===== src/rtl/result_select_pipe.sv =====
// result_select_pipe: NUM_IN:1 result mux registered behind a valid/ready handshake with a 2-entry skid buffer.
// Flags zero results and out-of-range selects, and keeps a saturating count of bad selects.
module result_select_pipe #(
    parameter int WIDTH  = 32,
    parameter int NUM_IN = 5,
    parameter int SEL_W  = 3,
    parameter int CNT_W  = 8
) (
    input  logic                    clk,
    input  logic                    rst_n,
    input  logic                    in_valid,
    output logic                    in_ready,
    input  logic [SEL_W-1:0]        sel,
    input  logic [NUM_IN*WIDTH-1:0] in_bus,
    output logic                    out_valid,
    input  logic                    out_ready,
    output logic [WIDTH-1:0]        out_data,
    output logic                    out_zero,
    output logic                    out_sel_err,
    input  logic                    err_clr,
    output logic [CNT_W-1:0]        err_count
);
    typedef enum logic [1:0] {EMPTY, ONE, FULL} state_t;
    state_t state_q, state_d;
    logic accept, emit, bad_accept;
    logic in_ready_q, in_ready_d;
    logic [WIDTH-1:0] mux_data;
    logic mux_err;
    // Each entry packs {data, zero, err}; entry validity is implied by the state.
    logic [WIDTH+1:0] new_item, oreg_q, oreg_d, skid_q, skid_d;
    logic [CNT_W-1:0] cnt_q, cnt_d;

    assign accept     = in_valid && in_ready_q;
    assign emit       = out_valid && out_ready;
    assign bad_accept = accept && mux_err;
    assign new_item   = {mux_data, mux_data == '0, mux_err};

    always_comb begin
        mux_data = '0;
        mux_err  = 1'b1;
        for (int k = 0; k < NUM_IN; k++) begin
            if (sel == SEL_W'(k)) begin
                mux_data = in_bus[k*WIDTH +: WIDTH];
                mux_err  = 1'b0;
            end
        end
    end

    always_ff @(posedge clk or negedge rst_n) begin
        if (!rst_n) begin
            state_q    <= EMPTY;
            in_ready_q <= 1'b0;
            oreg_q     <= '0;
            skid_q     <= '0;
            cnt_q      <= '0;
        end else begin
            state_q    <= state_d;
            in_ready_q <= in_ready_d;
            oreg_q     <= oreg_d;
            skid_q     <= skid_d;
            cnt_q      <= cnt_d;
        end
    end

    always_comb begin
        state_d = state_q;
        case (state_q)
            EMPTY:   state_d = accept ? ONE : EMPTY;
            ONE:     state_d = (accept && !emit) ? FULL : (!accept && emit) ? EMPTY : ONE;
            FULL:    state_d = emit ? ONE : FULL;
            default: state_d = EMPTY;
        endcase
    end

    // in_ready is registered from the next state, so FULL never sees an accept.
    always_comb begin
        oreg_d     = oreg_q;
        skid_d     = skid_q;
        in_ready_d = (state_d != FULL);
        if (state_q == FULL) begin
            if (emit) oreg_d = skid_q;
        end else if (accept && (state_q == EMPTY || emit)) begin
            oreg_d = new_item;
        end else if (accept) begin
            skid_d = new_item;
        end
        cnt_d = err_clr ? CNT_W'(bad_accept) : (bad_accept && !(&cnt_q)) ? cnt_q + 1'b1 : cnt_q;
    end

    assign in_ready    = in_ready_q;
    assign out_valid   = (state_q != EMPTY);
    assign out_data    = oreg_q[WIDTH+1:2];
    assign out_zero    = oreg_q[1];
    assign out_sel_err = oreg_q[0];
    assign err_count   = cnt_q;
endmodule


===== config.mk =====
export PLATFORM = sky130hd
export DESIGN_NAME = result_select_pipe
export DESIGN_NICKNAME = d
export VERILOG_FILES = /design/src/rtl/result_select_pipe.sv
export SDC_FILE = /design/constraint.sdc
export NUM_CORES = 1
export LEC_CHECK = 0
export CORE_UTILIZATION = 45
export DETAILED_ROUTE_END_ITERATION = 6
export PLACE_DENSITY_LB_ADDON = 0.3
export SYNTH_ARGS = -nofsm -noshare
export SYNTH_HDL_FRONTEND = slang
export SYNTH_SLANG_ARGS = --single-unit

===== constraint.sdc =====
create_clock -name clk -period 3.1 [get_ports clk]
set_clock_uncertainty 0.1 [all_clocks]
set_input_delay 0.62 -clock clk [delete_from_list [all_inputs] [get_ports clk]]
set_output_delay 0.62 -clock clk [all_outputs]
set_load 0.01 [all_outputs]

Word-level counts from Yosys, hierarchy flattened
Index checks and enable logic that the tools add are counted.
W data, S select, Z words.
{"block": "totals", "reg_bits": 79, "elab_cells": 56, "input_bits": 168, "out_inout_bits": 44}
{"block": "op_classes", "bitwise_logic": 2, "n_mux": 20, "n_eq_ne": 8, "add_sub_neg": 1, "reduce_logical": 20}
{"cell": "$mux W32", "n": 5}
{"cell": "$mux W34", "n": 3}
{"cell": "$logic_not A32 Y1", "n": 1}
{"cell": "$mux W8", "n": 2}
{"cell": "$add A8 B1 Y8 const B", "n": 1}
{"cell": "$reduce_and A8 Y1", "n": 1}
{"cell": "$logic_and A1 B1 Y1", "n": 7}
{"cell": "$mux W1", "n": 7}
{"cell": "$eq A3 B2 Y1 const B", "n": 2}
{"cell": "$pmux W2 S3", "n": 1}
{"cell": "$reduce_bool A2 Y1", "n": 3}
{"cell": "$mux W2", "n": 2}
{"cell": "$ne A2 B2 Y1 const B", "n": 2}
{"cell": "$eq A3 B1 Y1 const B", "n": 1}
{"cell": "$eq A3 B3 Y1 const B", "n": 1}
{"cell": "$logic_not A1 Y1", "n": 3}
{"cell": "$logic_not A3 Y1", "n": 1}
{"cell": "$reduce_and A3 Y1", "n": 1}
{"cell": "$eq A2 B1 Y1 const B", "n": 1}
{"cell": "$eq A2 B2 Y1 const B", "n": 1}
{"cell": "$logic_not A2 Y1", "n": 1}
{"cell": "$not A1 Y1", "n": 2}
{"cell": "$reduce_and A2 Y1", "n": 1}
{"cell": "$logic_or A1 B1 Y1", "n": 1}

Depth between registers and ports, before layout
{"block": "depth", "ltp_word": 10, "mapped_depth": 10, "mapped_depth_nobuf": 7}

Worst setup path before layout
OpenSTA, ideal clock, no wires.
{"block": "synth_path", "path_type": "input port to flip-flop", "from": "in sel[0]", "to": "reg skid_q[1]", "t_required_ns": 2.908, "path_buffers": 2, "stages": 8, "arrival_time_ns": 2.564, "path_slack_ns": 0.344, "setup_ns": 0.092, "cell_sequence": "buf_6 > buf_6 > mux2_4 > a22oi_2 > o211ai_1 > or4_1 > or4_4 > o31ai_2"}
{"block": "synth_via", "elab_chain_len": 7, "elab_cells_between_ends": 11, "classes_between": "eq/ne: 4; mux: 5; reduce/logical: 2"}
{"item": "from (decl)", "line_no": "13", "text": "input logic [SEL_W-1:0] sel,"}
{"item": "$logic_not A3 Y1", "line_no": "42", "text": "if (sel == SEL_W'(k)) begin"}
{"item": "$mux W32 (4 in series)", "line_no": "42"}
{"item": "$mux W32 (*)", "line_no": "42"}
{"item": "$logic_not A32 Y1 (*)", "line_no": "36", "text": "assign new_item = {mux_data, mux_data == '0, mux_err};"}
{"item": "to (signal assigned)", "line_no": "60", "text": "skid_q <= skid_d;"}
{"item": "to (decl)", "line_no": "30", "text": "logic [WIDTH+1:0] new_item, oreg_q, oreg_d, skid_q, skid_d;"}
Mark *: on every way between the ends. The rest lies on a longest branch, timed or not.
A chain may end at the register's enable or synchronous reset.

Worst setup path in the final report
{"block": "layout_path", "from": "in in_bus[120]", "to": "reg skid_q[1]"}
{"block": "layout_via", "elab_chain_len": 3}
{"item": "from (decl)", "line_no": "14", "text": "input logic [NUM_IN*WIDTH-1:0] in_bus,"}
{"item": "$mux W32 (2 in series)", "line_no": "42"}
{"item": "$logic_not A32 Y1", "line_no": "36"}
No other way between the ends.

==> run metrics <==
Crit. End Element=flop; Placed Cells=~900; final hold slack=around 0.32 ns; Critical-path top delay cell=or4_4; port bufs=~210; Switching Fraction=a little over a third; worst skew pair latency=0.35 ns; Slew Viols, Final=0; layout cells sized above 1=around 11%; Tcrit/Tclk final=roughly nine tenths; Chip Height=107 um; routability cong.=0.918; DP HPWL=around 13000 um; Die Wd=between 100 and 150 um; Final Setup Violations=0; Final Instance Area=between 7000 and 8000 um^2; Post-synth EDFFs=0; nets@finish=940; Setup TNS Final=0 ns; Final Util=a little over two thirds; status=complete, but fails checks; Core ar.=approximately 11000 um^2; critical-path cell list=clkdlybuf4s50_1 -> mux2_2 -> o21ai_0 -> nand4_1 -> or4_1 -> or4_4 -> o31ai_2; Post-Syn Area per Cell=just under 9 um^2; Synth Cell Area=just under 5000 um^2; CTS Buf Count=9; Mapped Cells=about 570; Non-Filler Instances=just over 900; ant diodes=0; I/O pin total=~210; Initial DRT Pass Iterations=6; Root Driver=clkbuf_8; final WL=16400 um; synth warn=0; first-pass GRT wire length=~26000 um; unrepaired setup endpoints after global routing=no; Place WS=-0.0764 ns; Via density=~5.6; Hold Fails Final Rpt=0; Remaining DRCs=1; Peak VDD IR=around 0.40 mV; clock sink count=approximately 80; via count=5153; required time of the critical path=around 3.3 ns; max cap viols=0; # resized after CTS=0; post-route ant nets=0; CP Class=primary input to flop; Int Power=roughly 2.8 mW; Tot Pwr=around 4.4 mW; final worst-path setup slack=about 0.27 ns; clock slew at reported path FFs=approximately 0.080 ns; Static Leakage=between 3 and 4 nW; Max FO, Critical Path=2; Period minus WS final=2.83 ns; Routed wire per std cell=18.0 um; Placed Area=7280 um^2; Comb power frac=43.4%; clock power share=between 10% and 20%; 1st-iter DRT viols=about 260; Synthesized Nets=736; CTS tree=built; Post-CTS Hold Buffers=0; htree depth=3; row cnt=38; Overflow after GRT=0; headroom to the max-slew limit=29.1%; Sw Pwr=~1.6 mW; Top delay family on crit path=simple AND/OR/NAND/NOR gates; asr flop ratio synth=100%; Synth Flop Type=dfrtp_1; #FFs+latches synth=79; failing checks=DRC; Least-Margin Pin Slew=1.06 ns; clock tree buffer depth=2; Layout fillers=867; Setup Buffers After CTS=0; synth unique cells=53; vias in the first global route=5171; Startpoint Class=primary input; die area=about 11000 um^2; Layout area overhead=50.8%; delay of the slowest cell on the worst path=0.56 ns; initial antenna violation count=0; CP Data Arrival Time=2.99 ns; Crit path buffers/inverters=1; Total GRT Usage=roughly 29%; Pwr per Cell Area=around 580 nW/um^2; part of the Yosys area used for sequential elements=approximately two fifths; Max Fclk=between 300 and 400 MHz; initial core utilization=about 46%; worst min-delay path class=primary input to asynchronous set/reset pin; largest net degree at the start of global routing=80; sequential share of power=between 30% and 40%
==> sequential cells by signal (all words and copies together) (netlist names) <==
| register | count |
|---|---|
| skid_q | 34 |
| oreg_q | 34 |
| in_ready | 1 |
| state_q | 2 |
| err_count | 8 |
==> layout make-up <==
type	instances	area, um^2	share of cell area, %
inverter	5	18.8	0.250
clock inverter	7	96.3	1.28
tap	140	175	2.34
clock buffer	9	124	1.65
multi-input combinational	437	2790	37.2
timing repair buffer	238	2320	31.0
sequential	79	1980	26.4
==> cell families after synthesis <==
| family | Yosys count | share of synthesized area (%) |
|---|---|---|
| compound gates | 183 | 22.3 |
| xor+xnor | 4 | 0.704 |
| fa+ha+maj | 2 | 0.503 |
| buf+inv | 50 | 4.38 |
| flops | 79 | 39.7 |
| mux | 82 | 17.4 |
| simple gates | 166 | 15.0 |
==> power groups by stage <==
stage	clock, mW	combinational (mW)	sequential (mW)
after floorplan	0	0.906	1.69
after global placement	0	1.84	1.62
after detailed placement	0	1.90	1.65
after CTS	0.853	1.91	1.63
after global routing	0.895	2.09	1.68
final	0.848	1.90	1.63
==> cell usage after synthesis (all sizes together) (7+ instances only) <==
library cell   n  area share [%]
o2bb2ai        8             1.4
a21oi         31             3.1
o22a           8             1.4
mux2          32             7.3
clkbuf        24             1.8
buf           21             2.2
o21ai         86             8.7
dfrtp         79              40
nand2         97             7.3
nor2          29             2.2
a22oi          7             1.2
mux2i         50              10
o22ai         12             1.5
==> final timing paths <==
| kind | to | depth (start not counted) | from | slack [ns] |
|---|---|---|---|---|
| max | skid_q[1]$_DFFE_PN0P_ | 7 | in_bus[120] | 0.27 |
| min | err_count[5]$_DFFE_PN0P_ | 1 | rst_n | 0.32 |
| max reg2reg | oreg_q[9]$_DFFE_PN0P_ | 5 | state_q[0]$_DFF_PN0_ | 1.04 |
| min reg2reg | skid_q[18]$_DFFE_PN0P_ | 1 | skid_q[18]$_DFFE_PN0P_ | 0.38 |
| max in group asynchronous | skid_q[20]$_DFFE_PN0P_ | 1 | rst_n | 1.94 |
| min in group clk | skid_q[18]$_DFFE_PN0P_ | 1 | skid_q[18]$_DFFE_PN0P_ | 0.38 |
==> layer usage <==
| layer | GRT usage [%] | part of all wire [%] |
|---|---|---|
| met1 | 35.6 | 40 |
| met2 | 51.9 | 51 |
| met3 | 4.98 | 6.7 |
| met4 | 11.9 | 2.6 |
| met5 | 0 | 0 |
==> cell usage in the layout (no fill, tap or decap), types with 2 or more instances in the layout <==
cell type / Yosys / layout
clkdlybuf4s50_1: 0 / 207
nand2_1: 97 / 96
o21ai_0: 85 / 85
dfrtp_1: 79 / 79
mux2i_1: 50 / 50
a21oi_1: 31 / 31
mux2_2: 30 / 30
nor2_1: 29 / 29
buf_4: 0 / 26
o22ai_1: 12 / 12
clkbuf_8: 0 / 9
o22a_1: 8 / 8
o2bb2ai_1: 8 / 8
nand4_1: 6 / 6
a211oi_1: 6 / 6
a21o_1: 6 / 6
nor2b_1: 5 / 5
a22oi_1: 6 / 5
inv_1: 4 / 4
o211ai_1: 4 / 4
or3_1: 5 / 4
nand3_1: 4 / 4
xor2_1: 4 / 4
nand2b_1: 3 / 3
a21boi_0: 3 / 3
and3b_1: 3 / 3
and4_1: 3 / 3
clkinvlp_4: 0 / 3
buf_2: 12 / 3
or2_2: 2 / 2
and2_1: 2 / 2
o311ai_0: 2 / 2
a22oi_2: 1 / 2
and3_1: 2 / 2
ha_1: 2 / 2
bufinv_16: 0 / 2
buf_12: 0 / 2
(Power assumes the default switching activity.)
